`src/rtl/sid_pkg.sv`:
```
// Shared definitions for the SID filter/mixer: resonance table, FSM and
// MAC step encodings, and a generic saturation helper.
package sid_pkg;

    // Widest intermediate value any caller may hand to sat()
    localparam int SAT_W = 64;

    // Resonance register to damping factor q, unsigned Q1.10
    localparam logic [10:0] RES_LUT [16] = '{
        11'h5a8, 11'h52b, 11'h4c2, 11'h468, 11'h41b, 11'h3d8, 11'h39d, 11'h368,
        11'h339, 11'h30f, 11'h2e9, 11'h2c6, 11'h2a7, 11'h28a, 11'h270, 11'h257
    };

    typedef enum logic [2:0] {
        ST_IDLE, ST_ACC, ST_HP, ST_BP, ST_LP, ST_MIX, ST_VOL, ST_DONE
    } state_t;

    typedef enum logic [2:0] {
        STEP_NONE, STEP_HP, STEP_BP, STEP_LP, STEP_VOL
    } step_t;

    // Clamp a signed value into the range of a signed 'width'-bit number
    function automatic logic signed [SAT_W-1:0] sat(input logic signed [SAT_W-1:0] value,
                                                    input int width);
        logic signed [SAT_W-1:0] max_v;
        logic signed [SAT_W-1:0] min_v;
        max_v = (64'sd1 <<< (width - 1)) - 64'sd1;
        min_v = -(64'sd1 <<< (width - 1));
        if (value > max_v) begin
            return max_v;
        end else if (value < min_v) begin
            return min_v;
        end
        return value;
    endfunction

endpackage

```
`src/rtl/sid_svf_mac.sv`:
```
// Shared multiply / arithmetic-shift / saturating-add unit. One operation per
// cycle selected by 'step'; owns the hp/bp/lp filter state registers.
module sid_svf_mac
    import sid_pkg::*;
#(
    parameter int ACC_W = 32,
    parameter int OUT_W = 16
) (
    input  logic                    clk,
    input  logic                    rst,
    input  step_t                   step,
    input  logic signed [ACC_W-1:0] fin,
    input  logic signed [ACC_W-1:0] mix,
    input  logic        [16:0]      w0,
    input  logic        [10:0]      q,
    input  logic        [3:0]       vol,
    output logic signed [ACC_W-1:0] hp,
    output logic signed [ACC_W-1:0] bp,
    output logic signed [ACC_W-1:0] lp,
    output logic signed [OUT_W-1:0] vol_out
);

    localparam int PROD_W = ACC_W + 18;
    localparam int SUM_W  = PROD_W + 2;

    logic signed [17:0]       mul_a;
    logic signed [ACC_W-1:0]  mul_b;
    logic signed [PROD_W-1:0] prod;
    logic signed [SUM_W-1:0]  sum;
    logic signed [ACC_W-1:0]  acc_sat;

    // Operand select, full-width product, shift and add for the active step
    always_comb begin
        mul_a = '0;
        mul_b = '0;
        case (step)
            STEP_HP:  begin mul_a = signed'({7'd0, q});   mul_b = bp;  end
            STEP_BP:  begin mul_a = signed'({1'b0, w0});  mul_b = hp;  end
            STEP_LP:  begin mul_a = signed'({1'b0, w0});  mul_b = bp;  end
            STEP_VOL: begin mul_a = signed'({14'd0, vol}); mul_b = mix; end
            default:  ;
        endcase
        prod = PROD_W'(mul_a) * PROD_W'(mul_b);
        sum  = '0;
        case (step)
            STEP_HP:  sum = SUM_W'(fin) - SUM_W'(lp) - SUM_W'(prod >>> 10);
            STEP_BP:  sum = SUM_W'(bp) + SUM_W'(prod >>> 20);
            STEP_LP:  sum = SUM_W'(lp) + SUM_W'(prod >>> 20);
            STEP_VOL: sum = SUM_W'(prod >>> 4);
            default:  ;
        endcase
        acc_sat = ACC_W'(sat(SAT_W'(sum), ACC_W));
        vol_out = OUT_W'(sat(SAT_W'(sum), OUT_W));
    end

    // Filter state update; each step writes exactly one state register
    always_ff @(posedge clk) begin
        if (rst) begin
            hp <= '0;
            bp <= '0;
            lp <= '0;
        end else begin
            case (step)
                STEP_HP: hp <= acc_sat;
                STEP_BP: bp <= acc_sat;
                STEP_LP: lp <= acc_sat;
                default: ;
            endcase
        end
    end

endmodule

```
`src/rtl/sid_filter_mix.sv`:
```
// SID state-variable filter and output mixer: sequences voice accumulation,
// the HP/BP/LP filter update, mixing and master volume per sample tick.
module sid_filter_mix
    import sid_pkg::*;
#(
    parameter int NVOICES = 3,
    parameter int SW      = 12,
    parameter int ACC_W   = 32,
    parameter int OUT_W   = 16
) (
    input  logic                    clk,
    input  logic                    rst,
    input  logic                    tick,
    input  logic [NVOICES*SW-1:0]   voice_in,
    input  logic [10:0]             reg_fc,
    input  logic [3:0]              reg_res,
    input  logic [NVOICES-1:0]      filt_en,
    input  logic [3:0]              mode,
    input  logic [3:0]              vol,
    output logic signed [OUT_W-1:0] sample_out,
    output logic                    sample_valid,
    output logic                    busy,
    output logic                    overrun
);

    localparam int KW    = $clog2(NVOICES);
    localparam int MIX_W = ACC_W + 2;

    state_t state, state_nxt;
    step_t  step;
    logic   accept;
    logic   last_k;

    logic [NVOICES*SW-1:0] voice_sh;
    logic [10:0]           fc_sh;
    logic [3:0]            res_sh;
    logic [NVOICES-1:0]    filt_sh;
    logic [3:0]            mode_sh;
    logic [3:0]            vol_sh;

    logic [KW-1:0]           k;
    logic [SW-1:0]           voice_arr [NVOICES];
    logic signed [ACC_W-1:0] voice_s;
    logic signed [ACC_W-1:0] fin, direct, mix_q;
    logic signed [MIX_W-1:0] mix_full;
    logic signed [ACC_W-1:0] hp, bp, lp;
    logic signed [OUT_W-1:0] vol_out;

    // State register
    always_ff @(posedge clk) begin
        if (rst) begin
            state <= ST_IDLE;
        end else begin
            state <= state_nxt;
        end
    end

    // Sequencing: next state, MAC step and status outputs
    always_comb begin
        state_nxt    = state;
        step         = STEP_NONE;
        accept       = 1'b0;
        busy         = 1'b0;
        sample_valid = 1'b0;
        case (state)
            ST_IDLE: begin
                if (tick) begin
                    accept    = 1'b1;
                    state_nxt = ST_ACC;
                end
            end
            ST_ACC: begin
                busy = 1'b1;
                if (last_k) state_nxt = ST_HP;
            end
            ST_HP:  begin busy = 1'b1; step = STEP_HP;  state_nxt = ST_BP;  end
            ST_BP:  begin busy = 1'b1; step = STEP_BP;  state_nxt = ST_LP;  end
            ST_LP:  begin busy = 1'b1; step = STEP_LP;  state_nxt = ST_MIX; end
            ST_MIX: begin busy = 1'b1;                  state_nxt = ST_VOL; end
            ST_VOL: begin busy = 1'b1; step = STEP_VOL; state_nxt = ST_DONE; end
            ST_DONE: begin
                sample_valid = 1'b1;
                if (tick) begin
                    accept    = 1'b1;
                    state_nxt = ST_ACC;
                end else begin
                    state_nxt = ST_IDLE;
                end
            end
            default: state_nxt = ST_IDLE;
        endcase
        overrun = tick & busy;
    end

    // Current voice: offset-binary to two's complement is an MSB flip
    always_comb begin
        for (int i = 0; i < NVOICES; i++) begin
            voice_arr[i] = voice_sh[i*SW +: SW];
        end
        voice_s = ACC_W'(signed'({~voice_arr[k][SW-1], voice_arr[k][SW-2:0]}));
        last_k  = (k == KW'(NVOICES - 1));
    end

    // Direct plus enabled filter outputs, with two guard bits
    always_comb begin
        mix_full = MIX_W'(direct);
        if (mode_sh[2]) mix_full = mix_full + MIX_W'(hp);
        if (mode_sh[1]) mix_full = mix_full + MIX_W'(bp);
        if (mode_sh[0]) mix_full = mix_full + MIX_W'(lp);
    end

    // Shadow capture, voice accumulation, mix register and output register.
    // The mix is clamped to ACC_W before volume: anything that large already
    // saturates the output for any nonzero volume, so the result is unchanged.
    always_ff @(posedge clk) begin
        if (rst) begin
            fin        <= '0;
            direct     <= '0;
            k          <= '0;
            mix_q      <= '0;
            sample_out <= '0;
        end else begin
            if (accept) begin
                voice_sh <= voice_in;
                fc_sh    <= reg_fc;
                res_sh   <= reg_res;
                filt_sh  <= filt_en;
                mode_sh  <= mode;
                vol_sh   <= vol;
                fin      <= '0;
                direct   <= '0;
                k        <= '0;
            end
            if (state == ST_ACC) begin
                if (filt_sh[k]) begin
                    fin <= fin + voice_s;
                end else if (!(mode_sh[3] && last_k)) begin
                    direct <= direct + voice_s;
                end
                k <= k + KW'(1);
            end
            if (state == ST_MIX) begin
                mix_q <= ACC_W'(sat(SAT_W'(mix_full), ACC_W));
            end
            if (state == ST_VOL) begin
                sample_out <= vol_out;
            end
        end
    end

    sid_svf_mac #(
        .ACC_W (ACC_W),
        .OUT_W (OUT_W)
    ) u_mac (
        .clk     (clk),
        .rst     (rst),
        .step    (step),
        .fin     (fin),
        .mix     (mix_q),
        .w0      ({fc_sh, 6'b0}),
        .q       (RES_LUT[res_sh]),
        .vol     (vol_sh),
        .hp      (hp),
        .bp      (bp),
        .lp      (lp),
        .vol_out (vol_out)
    );

endmodule

```
`config.mk`:
```
export PLATFORM = sky130hd
export DESIGN_NAME = sid_filter_mix
export DESIGN_NICKNAME = d
export VERILOG_FILES = /design/src/rtl/sid_pkg.sv /design/src/rtl/sid_svf_mac.sv /design/src/rtl/sid_filter_mix.sv
export SDC_FILE = /design/constraint.sdc
export NUM_CORES = 2
export LEC_CHECK = 0
export CAP_MARGIN = 25
export CORE_ASPECT_RATIO = 1.1
export CORE_UTILIZATION = 40
export CTS_BUF_LIST = sky130_fd_sc_hd__clkbuf_8
export CTS_CLUSTER_DIAMETER = 200
export DETAILED_ROUTE_END_ITERATION = 6
export DONT_BUFFER_PORTS = 1
export PLACE_DENSITY = 0.65
export SETUP_SLACK_MARGIN = 0.2
export SLEW_MARGIN = 30
export SYNTH_ARGS = -nofsm -noshare
export SYNTH_HDL_FRONTEND = slang
export SYNTH_SLANG_ARGS = --single-unit
```
`constraint.sdc`:
```
create_clock -name clk -period 13.25 [get_ports clk]
set_input_delay 1.9875 -clock clk [delete_from_list [all_inputs] [get_ports clk]]
set_output_delay 1.9875 -clock clk [all_outputs]
set_load 0.005 [all_outputs]
```
==> results.tsv <==
metric	value	unit
status	finished clean	
average size of a mapped cell	8.00	um2
Setup TNS Final	0	ps
top cells by area, synth	fa_1 (24%), ha_1 (11%), dfxtp_1 (9.1%), inv_1 (6.3%), nand2_1 (5.6%)	
first-pass GRT wire length	247000	um
Slew Viols, Final	0	
Starting Density	40.3	%
register area share after synthesis	13.1	%
synthesized flop and latch total	275	
largest net degree at the start of global routing	239	
GPL Wtd Cong	1.03	
Placeable Area	116000	um2
WL final	161000	um
main combinational cell family by area after synthesis	adder cells	
endpoints failing hold	0	
predominant post-synthesis flop cell	dfxtp_1	
CTS Buffer Depth	3	
routed length per instance	21.7	um
worst-margin pin slew	989	ps
Compound-Gate Fraction of Synth Area	19.1	%
PortBufs	0	
Worst Clk Skew	88.2	ps
Unique masters post-synth	100	
Setup crit end kind	register	
total clock sinks	275	
Initial DRT Pass Iterations	6	
Post-synth EDFFs	62	
slowest stage delay, CP	590	ps
Reg clk slew, reported paths	80	ps
most frequent cell after synthesis	inv_1	
share of cells above drive strength 1	7.45	%
Synth area leader	fa_1	
Clock Tree Root	clkbuf_8	
Synth Area in XOR/XNOR	4.17	%
Clock Latency Late Sink	730	ps
Die Y	360	um
total track usage	27.2	%
dpl hpwl	133000	um
CTS Hold Bufs	0	
critical path's slowest cell	fa_1	
post-layout min period	12560	ps
Synth top area share	24.4	%
worst IR drop on VDD	150	uV
layout net count	6869	
FILL cells	11700	
CTS buffer count	49	
yosys synthesis warning count	0	
vias in the first global route	42100	
Starting DRT DRC Count	3655	
pwr dens	111	nW/um2
Final Util	43.8	%
I/O pin count	84	
crit share post-route	94.8	%
Worst EP required	13760	ps
multiplexer share of the synthesized area	1.72	%
Max-slew headroom	33.4	%
CTS tree	done	
crit-path max FO	15	
hold crit path type	reg2reg	
via count	42200	
ys async rst share	0	%
vias per inst	5.70	
DRC viols	0	
CP startpoint kind	register	
CP arrival	13070	ps
Lkg Pwr	0.0234	uW
H-tree Lvls	2	
WS Path Type	reg2reg	
Final Setup Violations	0	
MaxCap Viol Count	0	
list of most frequent post-synthesis cells	inv_1 (784), nand2_1 (699), nor2_1 (582)	
Remaining Overflow, GRT	0	
Die ar.	118000	um2
Final ANT Viol Nets	0	
fmax	0.0796	GHz
cells after synthesis	5830	
adder-cell share of the synthesized area	34.9	%
Cell Area, Synth	46600	um2
Synth Area in Simple Gates	18.4	%
P&R area growth vs syn	8.62	%
Row Count	131	
Syn Nets	6856	
antenna violations before repair	2	
RSZ-0062 raised after global routing	true	
Die Width	328	um
==> final timing paths <==
path | from | endpoint | slack [ps] | cells after the start
setup / recovery | state[0]$_SDFFE_PP0P_ | u_mac.hp[10]$_SDFFE_PP0P_ | 690 | 46
hold / removal | fin[31]$_SDFF_PP0_ | fin[31]$_SDFF_PP0_ | 450 | 1
setup reg to reg | state[0]$_SDFFE_PP0P_ | u_mac.hp[10]$_SDFFE_PP0P_ | 690 | 46
hold reg to reg | fin[31]$_SDFF_PP0_ | fin[31]$_SDFF_PP0_ | 450 | 1
==> final cells by class <==
cell class,count,area [um2],share of cell area [%]
multi-input combinational,4495,36700,72.5
sequential,275,6130,12.1
inverter,785,2950,5.82
timing repair buffer,237,1920,3.79
tap,1529,1910,3.78
clock buffer,56,771,1.52
clock inverter,32,256,0.506
antenna,2,5.00,0.00988
==> registers in the layout (all words and copies together), names as in the netlist <==
name        flops
vol_sh          4
voice_sh       36
mode_sh         4
u_mac.hp       32
mix_q          32
sample_out     16
direct         32
u_mac.bp       32
state           3
fc_sh          11
u_mac.lp       32
k               2
filt_sh         3
fin            32
res_sh          4
==> critical path, delay by kind of cell (launching register included) <==
family / cells / cell delay (ps)
compound gates: 16 / 4060
xor+xnor: 1 / 330
fa+ha+maj: 9 / 4110
buf+inv: 9 / 1280
flops: 1 / 450
simple gates: 11 / 2090
==> kinds of logic after synthesis <==
| logic type | count (synthesis) |
|---|---|
| flops | 275 |
| fa+ha+maj | 961 |
| compound gates | 1334 |
| buf+inv | 1060 |
| xor+xnor | 222 |
| simple gates | 1903 |
| mux | 75 |
==> timing repair <==
| item | CTS | global route |
|---|---|---|
| pin swaps | 0 | 2 |
| endpoints found under the setup margin | 2 | 108 |
| resized for setup | 1 | 25 |
| setup buffers | 0 | 3 |
==> power breakdown <==
group	internal [uW]	switching (uW)
registers	987	157
logic	1430	2180
clock network	452	421
==> metal layers <==
| layer | global-route usage, % | share of wire (%) |
|---|---|---|
| met3 | 3.50 | 7.7 |
| met4 | 12.9 | 5.5 |
| met2 | 44.7 | 46 |
| met1 | 35.3 | 41 |
| met5 | 0 | 0.0062 |
==> cells in the final DEF, fill, tap and decap left out, drive strengths merged, types with 17 or more instances in the layout <==
master	Yosys	layout
inv	784	804
nand2	699	699
nor2	582	582
fa	568	568
ha	393	393
a21oi	337	337
o21ai	245	245
buf	34	237
dfxtp	213	213
a211oi	163	163
xnor2	145	145
a21o	143	143
nand3	138	138
nor3	93	93
and2	79	79
xor2	77	77
edfxtp	62	62
o211ai	57	57
clkbuf	241	56
nand2b	52	52
a31oi	45	45
and3	43	43
o21a	42	42
a22oi	41	41
mux2	41	41
nor2b	41	41
or3	36	36
nand4	36	36
mux2i	34	34
o21bai	34	34
o31ai	31	31
nor4	21	21
nand3b	20	20
or2	18	18
o32ai	18	18
a221oi	17	17
==> per-stage QoR <==
stage	std cells	hold slack [ps]	power, uW	cell area, um2	setup WS, ps
after global routing	7409	472	6010	50700	193
final	7411	448	5620	50700	689
after floorplan	5830	420	3620	46600	983
after CTS	7406	452	5530	50500	371
after global placement	7317	431	4600	49500	285
after detailed placement	7318	443	4640	49500	314
Note: power is estimated with default switching activity, not from simulation.
